==> src/rtl/dff_write_arbiter.sv <==
// Round-robin arbiter that is the single writer of a shared WIDTH-bit storage word.
// One requester can hold ownership with i_lock. All outputs come straight from flops.
module dff_write_arbiter #(
    parameter int WIDTH = 8,
    parameter int NREQ  = 4
) (
    input  logic                     i_clk,
    input  logic                     i_rst_n,
    input  logic [NREQ-1:0]          i_req,
    input  logic [NREQ*WIDTH-1:0]    i_data,
    input  logic [NREQ-1:0]          i_lock,
    output logic [NREQ-1:0]          o_ack,
    output logic [WIDTH-1:0]         o_data,
    output logic [$clog2(NREQ)-1:0]  o_owner,
    output logic                     o_locked
);
    localparam int OW = $clog2(NREQ);
    localparam logic [0:0] ST_OPEN   = 1'b0;
    localparam logic [0:0] ST_LOCKED = 1'b1;

    logic [0:0]      state, state_nxt;
    logic [OW-1:0]   ptr;
    logic [NREQ-1:0] elig;
    logic            found;
    logic [OW-1:0]   winner;
    logic            do_write;
    logic [OW-1:0]   wsel;
    logic [OW:0]     sum;
    logic [OW-1:0]   idx;

    // A requester whose ack is high this cycle is masked so one handshake gives one write.
    assign elig = i_req & ~o_ack;

    always_comb begin
        found  = 1'b0;
        winner = ptr;
        sum    = '0;
        idx    = '0;
        for (int i = 0; i < NREQ; i++) begin
            sum = {1'b0, ptr} + (OW+1)'(i);
            if (sum >= (OW+1)'(NREQ))
                sum = sum - (OW+1)'(NREQ);
            idx = sum[OW-1:0];
            if (!found && elig[idx]) begin
                found  = 1'b1;
                winner = idx;
            end
        end
    end

    always_comb begin
        do_write  = 1'b0;
        wsel      = winner;
        state_nxt = state;
        if (state == ST_OPEN) begin
            if (found) begin
                do_write  = 1'b1;
                state_nxt = i_lock[winner] ? ST_LOCKED : ST_OPEN;
            end
        end else begin
            // Locked: only the owner may write; it releases by dropping req once its ack is gone.
            wsel = o_owner;
            if (elig[o_owner]) begin
                do_write  = 1'b1;
                state_nxt = i_lock[o_owner] ? ST_LOCKED : ST_OPEN;
            end else if (!i_req[o_owner] && !o_ack[o_owner]) begin
                state_nxt = ST_OPEN;
            end
        end
    end

    always_ff @(posedge i_clk or negedge i_rst_n) begin
        if (!i_rst_n) begin
            state   <= ST_OPEN;
            ptr     <= '0;
            o_ack   <= '0;
            o_data  <= '0;
            o_owner <= '0;
        end else begin
            state <= state_nxt;
            o_ack <= '0;
            if (do_write) begin
                o_ack   <= NREQ'(1) << wsel;
                o_data  <= i_data[wsel*WIDTH +: WIDTH];
                o_owner <= wsel;
                ptr     <= (wsel == OW'(NREQ-1)) ? '0 : wsel + 1'b1;
            end
        end
    end

    assign o_locked = (state == ST_LOCKED);

endmodule

==> config.mk <==
export PLATFORM = sky130hd
export DESIGN_NAME = dff_write_arbiter
export DESIGN_NICKNAME = d
export VERILOG_FILES = /design/src/rtl/dff_write_arbiter.sv
export SDC_FILE = /design/constraint.sdc
export NUM_CORES = 1
export LEC_CHECK = 0
export ABC_AREA = 1
export BUFFER_PORTS_ARGS = -buffer_cell sky130_fd_sc_hd__buf_2
export CORE_MARGIN = 3
export CORE_UTILIZATION = 25
export DETAILED_ROUTE_END_ITERATION = 8
export GPL_ROUTABILITY_DRIVEN = 1
export GPL_TIMING_DRIVEN = 0
export SYNTH_ARGS = -nofsm -noshare
export SYNTH_HDL_FRONTEND = slang
export SYNTH_SLANG_ARGS = --single-unit
export TNS_END_PERCENT = 30
==> constraint.sdc <==
create_clock -name i_clk -period 2.29 [get_ports i_clk]
set_input_delay 0.3435 -clock i_clk [delete_from_list [all_inputs] [get_ports i_clk]]
set_output_delay 0.3435 -clock i_clk [all_outputs]
set_load 0.02 [all_outputs]
# Word level (Yosys, flattened, before mapping)
# Index checks and enable logic that the tools add are counted.
[classes] n_addsub=8 magnitude_cmp=10 n_eq_ne=1 shifts=2 n_mux=42 bitwise=2 reduce_logical=9
[ops] cell="32-bit by 6-bit variable part select with 8-bit output" count=1
[ops] cell="1-bit two-way mux" count=22
[ops] cell="2-bit two-way mux" count=10
[ops] cell="1-bit binary-select mux with 2-bit select" count=9
[ops] cell="2-bit by 3-bit less-than comparator with 1-bit output, second input constant" count=6
[ops] cell="3-bit >= comparator, second input constant" count=3
[ops] cell="2-bit by 1-bit subtractor with 2-bit output, second input constant" count=4
[ops] cell="2-bit by 2-bit adder with 3-bit output, second input constant" count=2
[ops] cell="1-bit logical NOT" count=5
[ops] cell="4-bit AND" count=1
[ops] cell="1-bit logical AND" count=4
[ops] cell="4-bit two-way mux" count=1
[ops] cell="4-bit inverter" count=1
[ops] cell="1-bit by 2-bit left shift with 4-bit output, first input constant" count=1
[ops] cell="2-bit by 1-bit adder with 3-bit output, second input constant" count=1
[ops] cell="2-bit by 3-bit >= comparator with 1-bit output, second input constant" count=1
[ops] cell="2-bit by 1-bit adder with 2-bit output, second input constant" count=1
[ops] cell="2-bit == test, second input constant" count=1
[word_totals] register_bits=17 in_bits=42 out_inout_bits=15 elab_cells=79

# Depth between registers and ports, before layout
# Gate-level depths: netlist of the first run.
[logic_depth] depth_word=19 mapped_depth=19 ltp_nobuf=18

# Worst setup path after synthesis of the first run
# Ideal clock, no wire load.
[synth_path] kind="flip-flop to flip-flop" start="reg o_ack[1]" end="reg ptr[1]" t_arrival_ps=1986 t_required_ps=2163 slack_ps=178 stages_incl_launch_ff=16 path_buffers=1 path_cell_list="dfrtp_1 -> inv_1 -> nand3_1 -> nand3_1 -> nand2_2 -> nand2_4 -> nor2_8 -> nand3_4 -> nand2_4 -> nand2_4 -> buf_6 -> nand2_1 -> inv_1 -> ha_1 -> nand2_1 -> o21ai_0"
[synth_between] elab_chain_len=17 word_cells_on_any_way=33 cone_classes="add/sub (1); eq/ne (1); mux (23); bitwise (2); reduce/logical (6)"
[synth_lines] item="start: declaration" line_no="12" text="output logic [NREQ-1:0] o_ack,"
[synth_lines] item="start signal: assignment" line_no="83" text="o_ack <= NREQ'(1) << wsel;"
[synth_lines] item="4-bit inverter (*)" line_no="32" text="assign elig = i_req & ~o_ack;"
[synth_lines] item="4-bit AND (*)" line_no="32"
[synth_lines] item="1-bit binary-select mux with 2-bit select" line_no="44" text="if (!found && elig[idx]) begin"
[synth_lines] item="1-bit two-way mux (not written as such)" line_no="44"
[synth_lines] item="1-bit two-way mux" line_no="44"
[synth_lines] item="1-bit logical NOT" line_no="44"
[synth_lines] item="1-bit logical AND" line_no="44"
[synth_lines] item="1-bit two-way mux" line_no="44"
[synth_lines] item="[... 2 more ...]"
[synth_lines] item="1-bit two-way mux" line_no="44"
[synth_lines] item="1-bit logical NOT" line_no="44"
[synth_lines] item="1-bit logical AND" line_no="44"
[synth_lines] item="2-bit two-way mux (*)" line_no="44"
[synth_lines] item="2-bit two-way mux (*)" line_no="55" text="if (state == ST_OPEN) begin"
[synth_lines] item="named net wsel[0]" line_no="27" text="logic [OW-1:0] wsel;"
[synth_lines] item="2-bit by 1-bit adder with 2-bit output or 2-bit == test (tied branches)" line_no="86" text="ptr <= (wsel == OW'(NREQ-1)) ? '0 : wsel + 1'b1;"
[synth_lines] item="2-bit two-way mux (*)" line_no="86"
[synth_lines] item="end signal: assignment" line_no="86"
[synth_lines] item="end: declaration" line_no="22" text="logic [OW-1:0] ptr;"
# Mark *: on every way through the listed nets, which the timed path passes. The rest lies on a longest branch. The select of a mux whose other input is x is not followed.
# A chain may end at the register's enable or synchronous reset.

# Worst setup path in the final report of the first run
[layout_path] start="reg ptr[0]" end="reg ptr[1]"
[layout_between] elab_chain_len=17 word_cells_on_any_way=43 cone_classes="add/sub (8); order compare (4); eq/ne (1); mux (24); reduce/logical (6)"
[layout_lines] item="parallel branches: the longest is 13 deep, another holds 2-bit by 1-bit adder with 3-bit output"
[layout_lines] item="2-bit two-way mux (*)" line_no="44"
[layout_lines] item="2-bit two-way mux (*)" line_no="55"
[layout_lines] item="named net wsel[0]" line_no="27"
[layout_lines] item="2-bit by 1-bit adder with 2-bit output or 2-bit == test (tied branches)" line_no="86"
[layout_lines] item="2-bit two-way mux (*)" line_no="86"
# Mark *: on every way through the listed nets, which the timed path passes. The select of a mux whose other input is x is not followed.

==> results.yml, run 1 <==
critical_path:
  path_class: "register to register"
  crit_buf_inv: 3
  path_max_fanout: 17
  cpMostUsedCell: "nand2_4"
  critical_path_depth: 16
  arrival_ns: 2.29
  crit_chain: "buf_6, inv_8, nand2_1, nand2_2, nand3_2, nand2_4, nand2_4, nor2_8, nand3_4, nand2_4, nand2_8, nand2_4, inv_1, ha_1, nand2_1, o21ai_0"
  ff2ff_path_depth: 16
  startpoint_type: "register"
  crit_path_end_kind: "register"
  critPathSlowestCell: "dfrtp_1"
  max_stage_delay_ns: 0.38
  critPathTopFamily: "simple AND/OR/NAND/NOR gates"
  critical_path_required_ns: 2.42
flow_run:
  cap_violations: 0
route:
  drc: 0
  via_per_inst: 4.617
  wl_um: 4418
  drt-wirelength-per-cell_um: 11.66
  antenna_left: 0
  via_count: 1750
  drt_iter0_markers: 81
  dr.pass1.iters: 7
timing:
  worst_slew_pin_slew_ns: 0.4918
  final_max_slew_viol_count: 0
  holdWs_ns: -0.0003931
  setup_violations: 0
  fin_skew_ns: 0.003443
  max_freq_mhz: 463.6
  min_period_ns: 2.157
  grt_setup_unrepaired: "true"
  fin_setup_tns_ns: 0
  max-slew-margin-rel: 0.6722
  finalCritPeriodShare: 0.9419
  finalHoldViolCount: 1
clock_tree:
  numCtsBuffers: 3
  clk_pin_slew_ns: 0.07
  worstSkewPairLatency_ns: 0.25
  cts_tree: "done"
  cts-root-buf: "clkbuf_8"
  cts_hold_buf: 0
  cts_sinks: 17
  ctsHtreeMaxLevel: 1
  max-clock-path-buffers: 2
global_routing:
  grt_pass1_wl_um: 7410
  busiest_layer: "met2"
  gr-usage-met2: 0.2062
  grt_pass1_vias: 1670
  grt_use_met1: 0.1561
  met3_usage: 0.03398
  grt_max_degree: 18
  grt_usage: 0.1218
  antenna_found_initial: 0
  overflow: 0
power:
  power_frac_seq: 0.152
  p_sw_frac: 0.5707
  leakagePower_nw: 1.178
  p_comb_frac: 0.790
  p_clk_frac: 0.058
  net-switching-power_w: 0.002143
  p_int_w: 0.001612
  p_per_area_nw_per_um2: 1830
  peakVddDrop_mv: 0.5420
synth:
  ys_types: 26
  synth_area_um2: 1568
  synth_area_per_cell_um2: 6.478
  synth_top_cell_area_share: 0.2713
  yosysWarnings: 0
  syn_inst: 242
  synth_area_leaders: "dfrtp_1, nand2_1, nand3_1"
  synth_top_area_cell: "dfrtp_1"
  synth_nets: 288
  ys_ff_latch: 17
  ys_seq_area_frac: 0.2713
placement:
  hpwl_um: 3630
  routabilityCongestion: 0.8567
  dpl-instance-area_um2: 1942
  portBuffers: 56
layout:
  antenna_cells: 0
  drive_gt1_frac: 0.3125
  fill_cells: 667
  final_cell_area_um2: 2052
  area_growth_pct: 30.89
  final_nets: 351
  seqCellArea_um2: 426.7
  multiInputGateArea_um2: 1064
die:
  die_h_um: 85.19
  fp-row-count: 28
  start_util: 0.2617
  die_area_um2: 7257
  die-width_um: 85.19
  coreArea_um2: 5991
  ioPinCount: 57
status:
  violations: "negative hold slack"
  status: "finished with violations"
worst_hold_path:
  holdCritPathClass: "primary input to asynchronous set/reset pin"
-- Yosys cell counts --
cell        n
clkbuf_1    2
a211oi_1    1
or2_2       1
inv_6       1
nor2_1      6
buf_2       3
o21ai_0     4
nand3_4     1
inv_1      14
ha_1        4
o21a_1      1
nand3_1    48
nand4_1     4
nand3_2     7
inv_2       2
buf_6       3
mux2i_1     2
a21o_1      1
nand2_1   102
dfrtp_1    17
nand2_2     8
a21oi_1     4
nor2_8      1
nand2_4     3
o211ai_1    1
o22a_1      1
-- registers in the layout, indices dropped and copies added, names as in the netlist --
register,flops
ptr,2
o_locked,1
o_owner,2
o_ack,4
o_data,8
-- power groups by stage --
stage | combinational [W] | clock [W] | sequential, W
after global routing | 0.00338 | 0.000244 | 0.000589
after global placement | 0.00278 | 0 | 0.000571
after CTS | 0.00284 | 0.000226 | 0.000565
final | 0.00297 | 0.000219 | 0.000570
after floorplan | 0.00203 | 0 | 0.000684
after detailed placement | 0.00280 | 0 | 0.000567
-- per-layer routing --
| metal | vias up | routed length (um) | share of wire |
|---|---|---|---|
| met1 | 772 | 2038 | 0.46 |
| li1 | 910 | - | - |
| met5 | - | 0 | 0 |
| met2 | 62 | 2018 | 0.46 |
| met3 | 6 | 320 | 0.072 |
| met4 | 0 | 42 | 0.0095 |
-- per-stage QoR --
stage	util	worst slack, ns	total power [W]	std cells
6_report	0.3425	0.1330	0.003755	379
5_1_grt	0.3425	-0.05354	0.004208	379
4_1_cts	0.3335	0.006736	0.003633	377
3_5_place_dp	0.3241	-0.05648	0.003367	373
3_3_place_gp	0.3241	-0.02111	0.003348	373
2_1_floorplan	-	0.1778	0.002711	242
-- cells by family (layout without fill, tap and decap cells) --
logic type,count (synthesis),in the layout,synth area share
multiplexers,2,2,0.01277
flip-flops,17,17,0.2714
AND/OR/NAND/NOR,181,181,0.5539
buffers and inverters,25,87,0.07981
adder cells (fa/ha/maj),4,4,0.03192
AO/OA/AOI/OAI,13,13,0.05029
-- layout make-up --
class                      count  area share
multi-input combinational    200      0.5183
sequential                    17      0.2079
timing repair buffer          59      0.1476
tap                           75     0.04573
inverter                      17     0.03598
buffer                         7     0.02195
clock buffer                   3     0.02012
clock inverter                 1    0.002439
-- cells in the final DEF, fill, tap and decap left out, types with 2 or more instances in the layout --
master	n
a21oi_1	4
buf_2	59
buf_4	3
buf_6	2
clkbuf_1	2
clkbuf_8	3
dfrtp_1	16
ha_1	4
inv_1	14
mux2i_1	2
nand2_1	100
nand2_2	5
nand2_4	7
nand3_1	48
nand3_2	6
nand3_4	2
nand4_1	4
nor2_1	6
o21ai_0	4
-- final timing paths --
check	startpoint	end	slack [ns]
worst min register to register	o_data[3]	o_data[3]	0.48
min in group i_clk	i_lock[3]	o_locked	0.47
worst max-delay path	ptr[0]	ptr[1]	0.13
worst min-delay path	i_rst_n	o_data[4]	-0.0004
max in group asynchronous	i_rst_n	ptr[1]	2.00
worst max register to register	ptr[0]	ptr[1]	0.13
-- worst register-to-register path, delay by kind of cell (launching register included) --
| kind | cells | cell delay, ns |
|---|---|---|
| AO/OA/AOI/OAI | 1 | 0.07 |
| AND/OR/NAND/NOR | 11 | 1.00 |
| buffers and inverters | 3 | 0.30 |
| flip-flops | 1 | 0.38 |
| adder cells (fa/ha/maj) | 1 | 0.29 |
-- what timing repair did --
item / 4_1_cts / 5_1_grt
pin swaps: 0 / 4
buffers inserted: 0 / 3
resized for setup: 3 / 9
endpoints found under the setup margin: 1 / 9
No activity file was read; power rests on OpenSTA's default activity.
==> run 2, diff against run 1 <==
Settings changed: ABC_AREA 1 to unset, PLACE_DENSITY set to 0.58.
==> results.yml, run 2 <==
status:
  status: "finished clean"
clock_tree:
  cts_sinks: 17
  clk_pin_slew_ns: 0.07
  cts_tree: "done"
  numCtsBuffers: 3
  worstSkewPairLatency_ns: 0.25
  max-clock-path-buffers: 2
  ctsHtreeMaxLevel: 1
  cts-root-buf: "clkbuf_8"
critical_path:
  path_max_fanout: 11
  critical_path.startpoint: "o_ack[3]"
  startpoint_type: "register"
  crit_path_end_kind: "register"
  r2r_end: "ptr[1]"
  ff2ff_path_depth: 7
  arrival_ns: 2.32
  rrSetupSlack_ns: 0.11
  critical_path_required_ns: 2.43
  endpoint: "ptr[1]"
  path_class: "register to register"
  r2r_start: "o_ack[3]"
flow_run:
  cap_violations: 0
timing:
  grt_setup_unrepaired: "false"
  finalCritPeriodShare: 0.9531
  finalHoldViolCount: 0
  min_period_ns: 2.183
  holdWs_ns: 0.01072
  worst_slew_pin_slew_ns: 0.4610
  max_freq_mhz: 458.2
  setup_violations: 0
  max-slew-margin-rel: 0.6926
  fin_skew_ns: 0.005926
  final_max_slew_viol_count: 0
  fin_ws_ns: 0.1073
worst_hold_path:
  holdCritPathClass: "primary input to asynchronous set/reset pin"
die:
  fp-row-count: 25
  start_util: 0.2673
  coreArea_um2: 4911
  die_area_um2: 6155
  die-width_um: 78.46
  ioPinCount: 57
  die_h_um: 78.46
synth:
  ys_types: 35
  synthTopCellsByCount: "dfrtp_1, inv_1, o211ai_1, o221a_1, mux2_4"
  ys_seq_area_frac: 0.3241
  synth_area_per_cell_um2: 11.03
  syn_inst: 119
  synth_top_area_cell: "dfrtp_1"
  synthFlopType: "dfrtp_1"
  ys_ff_latch: 17
  yosysWarnings: 0
  synth_nets: 165
  synth_top_cell_area_share: 0.3241
  synth_area_um2: 1313
  synth-edff-count: 0
  async_flop_share: 1.000
  synth_most_common_cell: "dfrtp_1"
  synth_area_leaders: "dfrtp_1, mux2_4, o221a_1"
global_routing:
  grt_usage: 0.1204
  antenna_found_initial: 0
  grt_max_degree: 18
  grt_pass1_vias: 1231
  overflow: 0
  grt_pass1_wl_um: 5913
route:
  via_per_inst: 4.813
  wl_um: 3589
  drt_iter0_markers: 35
  drt-wirelength-per-cell_um: 14.24
  via_count: 1213
  dr.pass1.iters: 4
  antenna_left: 0
  drc: 0
placement:
  portBuffers: 56
  hpwl_um: 2679
  routabilityCongestion: 0.7408
  preCtsSetupSlack_ns: -0.08290
layout:
  largest_register_ffs: 8
  antenna_cells: 0
  mostFrequentLayoutCells: "buf_2, dfrtp_1, inv_1"
  final_nets: 232
  reg_top3: "o_data x8, o_ack x4"
  drive_gt1_frac: 0.5243
  area_growth_pct: 36.89
  final_common_cell: "buf_2"
  largest_register: "o_data"
power:
  peakVddDrop_mv: 0.5760
  power.total_w: 0.002744
  leakagePower_nw: 0.8512
  p_per_area_nw_per_um2: 1527
-- run 2: cell count changes after synthesis, moves of 4 or more --
cell,before,now
and2_1,0,4
inv_1,14,10
mux2_4,0,7
nand2_1,102,2
nand2_2,8,0
nand2b_1,0,4
nand3_1,48,0
nand3_2,7,0
nand4_1,4,0
nor2_1,6,2
o2111ai_2,0,5
o211ai_1,1,8
o221a_1,0,8
-- run 2: repair_timing --
action / CTS / global route
buffers inserted: 6 / 0
gates resized for setup: 0 / 6
hold buffers: 0 / 0
cloned: 0 / 0
pin swaps: 0 / 1
setup endpoints to repair: 1 / 8
-- run 2: where the power goes --
part | leakage, nW | internal (W) | switching, W
registers | 0.201 | 0.000454 | 0.000137
clock network | 0.0228 | 0.000124 | 0.000101
logic | 0.628 | 0.000953 | 0.000975
total | 0.851 | 0.00153 | 0.00121
-- run 2: final cells by class --
type / count / area [um^2]
Buffer: 10 / 87.58
Inverter: 10 / 37.54
Clock buffer: 4 / 45.04
Timing Repair Buffer: 62 / 325.3
Sequential cell: 17 / 425.4
Multi-Input combinational cell: 82 / 792.0
Tap cell: 67 / 83.83
Fill cell: 511 / 3114
-- run 2: layer usage --
| layer | wire (um) | up-vias | track usage |
|---|---|---|---|
| met1 | 1702 | 567 | 0.1745 |
| met2 | 1510 | 54 | 0.1729 |
| li1 | - | 588 | - |
| met5 | 0 | - | 0 |
| met4 | 30 | 0 | 0.03147 |
| met3 | 345 | 4 | 0.03555 |
-- run 2: worst min path at each step --
stage,slack [ns],from,end
3_3_place_gp,0.29,i_rst_n,o_data[2]
6_report,0.01,i_rst_n,ptr[1]
5_1_grt,0.05,i_rst_n,o_data[7]
4_1_cts,0.03,i_rst_n,o_data[7]
2_1_floorplan,0.05,i_rst_n,o_ack[0]
3_5_place_dp,0.30,i_rst_n,o_data[2]
-- run 2: per-stage QoR --
| step | util | setup TNS, ns | std cells | cell area, um^2 |
|---|---|---|---|---|
| after global routing | 0.3659 | 0 | 252 | 1797 |
| final | 0.3659 | 0 | 252 | 1797 |
| after detailed placement | 0.3414 | -0.08290 | 242 | 1677 |
| after global placement | 0.3414 | -0.09179 | 242 | 1677 |
| after CTS | 0.3597 | 0 | 252 | 1767 |
| after floorplan | - | 0 | 119 | 1313 |
-- run 2: cell families (layout without fill, tap and decap cells) --
kind of cell	count (synthesis)	after routing	synth area share
AO/OA/AOI/OAI	43	43	0.2993
adder cells (fa/ha/maj)	4	4	0.03813
buffers and inverters	20	86	0.09246
flip-flops	17	17	0.3241
multiplexers	14	14	0.1459
AND/OR/NAND/NOR	21	21	0.1001
-- run 2: worst max-delay path: stages (launching register included) --
cell and delay (ns):
dfrtp_1 0.43, nor2b_4 0.20, nor3b_1 0.08, o41a_1 0.43
o21ai_1 0.18, buf_4 0.23, ha_1 0.26, mux2_2 0.27
